==> config.mk <==
export PLATFORM = sky130hd
export DESIGN_NAME = collect_2x1_one_hot_seq
export DESIGN_NICKNAME = d
export VERILOG_FILES = /design/src/rtl/collect_2x1_one_hot_seq.sv
export SDC_FILE = /design/constraint.sdc
export NUM_CORES = 1
export LEC_CHECK = 0
export BUFFER_PORTS_ARGS = -buffer_cell sky130_fd_sc_hd__buf_4
export CORE_AREA = 5 5 75 77
export DETAILED_ROUTE_END_ITERATION = 12
export DIE_AREA = 0 0 80 82
export GPL_TIMING_DRIVEN = 0
export PLACE_DENSITY_LB_ADDON = 0.25
export SLEW_MARGIN = 20
export SYNTH_ARGS = -nofsm -noshare
export SYNTH_HDL_FRONTEND = slang
export SYNTH_SLANG_ARGS = --single-unit
==> constraint.sdc <==
create_clock -name clk -period 1.6 [get_ports clk]
set_input_delay 0.24 -clock clk [delete_from_list [all_inputs] [get_ports clk]]
set_output_delay 0.24 -clock clk [all_outputs]
set_load 0.01 [all_outputs]
==> src/rtl/collect_2x1_one_hot_seq.sv <==
// Purpose: merges a local port and an upstream chain port into one registered output, round-robin on contention.
// Latency: exactly one cycle from input accept to o_valid; one word per cycle sustained.
// Backpressure: o_ready is combinational and only the granted input sees it, gated by i_en and output space.
module collect_2x1_one_hot_seq #(
  parameter int DATA_WIDTH        = 32,
  parameter int IN_COMMAND_WIDTH  = 2,
  localparam int OUT_COMMAND_WIDTH = IN_COMMAND_WIDTH + 1
) (
  input  logic                         clk,
  input  logic                         rst,
  input  logic                         i_en,
  input  logic [1:0]                   i_valid,
  input  logic [2*DATA_WIDTH-1:0]      i_data_bus,
  input  logic [IN_COMMAND_WIDTH-1:0]  i_cmd,
  output logic [1:0]                   o_ready,
  output logic                         o_valid,
  output logic [DATA_WIDTH-1:0]        o_data_bus,
  output logic [OUT_COMMAND_WIDTH-1:0] o_cmd,
  input  logic                         i_ready
);

  // 1 = local port won the most recent accepted transfer, 0 = upstream
  logic       last_grant;
  logic [1:0] grant;
  logic       space;
  logic       accept;

  // Arbitration: a lone requester wins; on contention the side that did not win last time goes next
  always_comb begin
    grant = 2'b00;
    case (i_valid)
      2'b01:   grant = 2'b01;
      2'b10:   grant = 2'b10;
      2'b11:   grant = last_grant ? 2'b01 : 2'b10;
      default: grant = 2'b00;
    endcase
  end

  // The output register can take a word when empty or when it is draining this cycle
  assign space = !o_valid || i_ready;

  // Handshake: nothing is offered during reset, while disabled, or while the output is stalled
  always_comb begin
    o_ready = 2'b00;
    if (!rst && i_en && space) begin
      o_ready = grant;
    end
  end

  assign accept = |o_ready;

  // Output register and arbitration history; a drain without a refill zeroes the payload
  always_ff @(posedge clk) begin
    if (rst) begin
      o_valid    <= 1'b0;
      o_data_bus <= '0;
      o_cmd      <= '0;
      last_grant <= 1'b1;
    end else if (accept) begin
      o_valid    <= 1'b1;
      last_grant <= o_ready[1];
      if (o_ready[1]) begin
        o_data_bus <= i_data_bus[2*DATA_WIDTH-1:DATA_WIDTH];
        o_cmd      <= {1'b1, {IN_COMMAND_WIDTH{1'b0}}};
      end else begin
        o_data_bus <= i_data_bus[DATA_WIDTH-1:0];
        o_cmd      <= {1'b0, i_cmd};
      end
    end else if (o_valid && i_ready) begin
      o_valid    <= 1'b0;
      o_data_bus <= '0;
      o_cmd      <= '0;
    end
  end

endmodule

[After elaboration in Yosys (flattened, before gate mapping)]
Index checks and enable logic that the tools add are counted.
Storage, ports and cells
  output and inout bits: 38
  input port bits: 72
  register bits after elaboration: 37
Operators by class
  reductions and logical operators: 8
  eq/ne operators: 3
  mux-type cells: 11
Operators by type and width (number)
  2-to-1 mux 32 bit: 3
  2-to-1 mux 3 bit: 3
  one-hot mux 2 bit (3 select lines): 1
  equality test 2 bit, second input constant: 2
  2-to-1 mux 2 bit: 2
  logical AND 1 bit: 3
  equality test 2 x 1 -> 1 bit, second input constant: 1
  logical NOT 1 bit: 2
  2-to-1 mux 1 bit: 2
  nonzero test 2 bit: 1
  OR reduction 2 bit: 1
  logical OR 1 bit: 1

[Logic depth before layout (Yosys ltp)]
  depth in word-level cells: 6
  mapped depth: 6

[Worst setup path after synthesis]
Ideal clock, no wire load.
  path type: register -> register
  from: reg o_valid
  to: reg o_data_bus[10]
  stages on the path, launching flop included: 6
  slack: 0.323 ns
  required time: 1.509 ns
  setup time: 0.091 ns
  period minus slack after synthesis: 1.277 ns
  data arrival time: 1.186 ns
  buffers on the path: 2
  cell sequence: dfxtp_1 nor2b_1 buf_4 buf_2 o31ai_1 a311oi_1
On the way
  cells in the longest elaborated chain, start to end: 6
  elaborated cells on any way between the ends: 9
RTL lines
  start: declaration: line 16  | output logic o_valid,
  start signal: assignment: line 55  | o_valid <= 1'b0;
  start signal: assignment: line 60  | o_valid <= 1'b1;
  start signal: assignment: line 70  | o_valid <= 1'b0;
  logical NOT 1 bit: line 40  | assign space = !o_valid || i_ready;
  logical OR 1 bit: line 40
  logical AND 1 bit: line 45  | if (!rst && i_en && space) begin
  2-to-1 mux 2 bit: line 45
  2-to-1 mux 32 bit or OR reduction 2 bit (tied branches): line 62, 50
  2-to-1 mux 32 bit or nonzero test 2 bit (tied branches)
  end signal: assignment: line 63  | o_data_bus <= i_data_bus[2*DATA_WIDTH-1:DATA_WIDTH];
  end signal: assignment: line 66  | o_data_bus <= i_data_bus[DATA_WIDTH-1:0];
  end: declaration: line 17  | output logic [DATA_WIDTH-1:0] o_data_bus,
Several ways; a longest one is shown, not always the timed one.
A chain may end at the register's enable or synchronous reset.

[Worst setup path in the final report]
  from: reg last_grant
  to: out o_ready[0]
On the way
  cells in the longest elaborated chain, start to end: 3
RTL lines
  start: declaration: line 23  | logic last_grant;
  start signal: assignment: line 61  | last_grant <= o_ready[1];
  2-to-1 mux 2 bit: line 34  | 2'b11: grant = last_grant ? 2'b01 : 2'b10;
  one-hot mux 2 bit (3 select lines): line 31  | case (i_valid)
  2-to-1 mux 2 bit: line 45
  end: declaration: line 15  | output logic [1:0] o_ready,
No other way between the ends.

==> key figures <==
Worst setup path
  – CP required: about 1.4 ns
  – Buf/Inv on CP: 2
  – Peak fanout along the critical path: 3
  – Critical Path Source Type: flop
  – WS Path Type: flop to output port
  – R2r setup slk: ~0.12 ns
  – Slowest-stage cell, CP: dfxtp_2
  – Reg2reg start: o_valid
  – R2r worst-path depth: 4
  – Reg-to-Reg End: o_data_bus[16]
  – Worst Setup End Kind: output port
  – Crit path cell chain: inv_1 > a2111oi_4 > buf_4
  – Arrival time worst endpoint: between 1 and 1.5 ns
  – CP top delay family: flip-flops
  – Crit-path max cell delay: ~0.37 ns

Pwr
  – Clk pwr share: 0.287
  – Sw power: just under 0.0007 W
  – Flop pwr share: 0.437
  – Total Power: 0.002329 W
  – Power per cell area: approximately 720 nW/um2
  – Max IR drop VDD: 375.3 uV
  – Combinational share of power: 0.276
  – Leakage power: ~1.3 nW
  – Sw frac: 0.2893
  – Int Pwr: ~0.0017 W

Cells and area
  – Commonest non-fill, non-tap cells in the layout: buf_4 (117), dfxtp_1 (35)
  – # fillers: 481
  – Final Instance Area: 3222 um2
  – Final Net Count: ~420
  – Area delta synth->final: 47.56%
  – # diodes: 0
  – Fin cells: 417
  – Share of cells above drive strength 1: 0.4697
  – Most common cell after layout, fill and taps aside: buf_4

Global routing
  – Vias in the first global route: between 2000 and 3000
  – Largest net degree at the start of global routing: 20
  – Initial antenna violation count: 0
  – GRT Overall Usage: 0.2328
  – Global route total overflow: 0
  – Global-route wire length before repair: 12.18 mm

Clock tree
  – CTS clk-pin slew, worst paths: 0.08 ns
  – Buffer depth of the longest clock path: 2
  – CTS root buf: clkbuf_8
  – H-tree depth: 2
  – CTS tree: done
  – Skew-Pair Late Insertion Delay: between 0.2 and 0.3 ns
  – CTS Hold Bufs: 0
  – Number of buffers created by CTS: 5
  – Clock Sinks: 37

Synth
  – Net Count, Synth: slightly above 300
  – FFs w/ async S/R, synth: 0
  – Syn Inst Count: between 200 and 250
  – Synth Cell Area: ~2200 um2
  – Syn Area/Cell: approximately 9.5 um2
  – Seq cells post-synth: 37
  – Dominant cell type by area after synthesis: dfxtp_1
  – Post-synth EDFFs: 0
  – Syn. warnings: 0
  – Synth area leaders: dfxtp_1 (34%), a311oi_1 (13%), a32oi_1 (13%)
  – Synth Flop Type: dfxtp_1
  – Yosys top cell area share: 0.3393
  – Seq/Total Area, Yosys: 0.3393
  – Netlist cell types: 27

Route
  – Antenna Nets Post-Route: 0
  – Initial DRC Count: 220
  – DRT Pass-1 Iters: 4
  – # DRC: 0
  – Vias: ~2600
  – Final WL: just under 8 mm
  – Avg WL per Cell: around 19 um
  – Vias/cell: 6.309

STA
  – Worst-Margin Slew: around 0.50 ns
  – Finish-stage setup viols: 0
  – Relative slew slack: 0.6663
  – Clk_skew: ~0.0061 ns
  – Post-layout min period: approximately 1.5 ns
  – Final hold violation count: 0
  – Setup repair after global routing missed its margin: false
  – Sum Neg Setup Slack: 0 ns
  – Max Clk Rate: about 660 MHz
  – Final worst slack: approximately 0.083 ns
  – Final Cycle Share: 0.9481
  – Fin. max-slew vios: 0

Place
  – Final HPWL DP: 5.546 mm
  – Post-Place Worst Slack: around 0.11 ns
  – Dpl cell area: between 3000 and 4000 um2
  – Placed insts: 408
  – Placer Congestion: about 0.83
  – Number of port buffers: about 110

Hold path
  – Hold-critical path depth: 2
  – Hold Crit Class: input pin to flop
  – Hold Crit Start: rst
  – Worst Hold Path EP: o_data_bus[14]

Floorplanning
  – Die Y: between 80 and 90 um
  – Num rows: 26
  – Die Wd: 80 um
  – Core footprint: roughly 4900 um2
  – Starting Density: 0.4415
  – Top-Level Pins: 110
  – DIE AREA: 6560 um2

Flow run
  – Max_cap viols: 0

Run status
  – Outcome: complete, no violations
[worst max-delay path by stage]
stage	startpoint	end	slack (ns)	depth (start not counted)
after floorplan	o_valid	o_data_bus[10]	0.32	5
after global placement	i_ready	o_ready[1]	0.11	7
after detailed placement	i_ready	o_data_bus[9]	0.11	5
after CTS	o_valid	o_ready[0]	0.02	4
after global routing	o_valid	o_data_bus[25]	0.009	4
final	last_grant	o_ready[0]	0.08	3
[power by group through the flow]
stage	logic [W]	registers [W]	clock network (W)
final	0.000644	0.00102	0.000668
after global routing	0.000692	0.00102	0.000715
after CTS	0.000639	0.00102	0.000676
after detailed placement	0.000629	0.00104	0
after global placement	0.000621	0.00103	0
after floorplan	0.000295	0.00106	0
[worst reg2reg max path: cells and delay by family, from the launching register on]
kind,cells,cell delay [ns]
AO/OA/AOI/OAI,2,0.39
AND/OR/NAND/NOR,1,0.21
flip-flops,1,0.34
buffers and inverters,1,0.43
[layout make-up]
type                            instances  area (um2)  share of cell area
Timing Repair Buffer                  112       853.3              0.2649
Multi-Input combinational cell        147        1189              0.3689
Sequential cell                        37       743.2              0.2307
Inverter                                4       15.01            0.004660
Buffer                                 40       247.7             0.07689
Tap cell                               70       87.58             0.02718
Clock buffer                            7       86.33             0.02680
[stage by stage]
step	hold WS (ns)	util
floorplan	0.3729	-
global placement	0.4505	0.6232
detailed placement	0.4550	0.6232
CTS	0.1470	0.6493
global route	0.1496	0.6516
finish	0.1499	0.6516
[kinds of logic after synthesis]
family	synth area share
AO/OA/AOI/OAI	0.4183
buffers and inverters	0.1221
AND/OR/NAND/NOR	0.1203
flip-flops	0.3393
[Yosys cell counts (2+ instances only)]
cell	count
buf_4	7
inv_1	4
o31ai_1	32
nand4_1	32
dfxtp_1	37
buf_2	24
a22o_1	2
a311oi_1	32
nand2b_1	2
clkbuf_1	6
buf_6	5
a32oi_1	32
[flip-flops by register name (all words and copies together) (netlist names)]
name	cells
o_data_bus	32
o_cmd	3
last_grant	1
o_valid	1
[per-layer routing]
layer / wire (um) / global-route usage / vias to the layer above
li1: - / - / 1225
met4: 68 / 0.05574 / 0
met1: 3184 / 0.2981 / 1259
met3: 710 / 0.06140 / 9
met5: 0 / 0 / -
met2: 3835 / 0.3907 / 138
[what timing repair did]
| item | 4_1_cts | 5_1_grt |
|---|---|---|
| setup endpoints to repair | 2 | 10 |
| pin swaps | 2 | 1 |
| setup buffers | 4 | 0 |
| hold endpoints to repair | 0 | 0 |
| gates resized for setup | 3 | 8 |
Power figures use the tool's default switching activity.
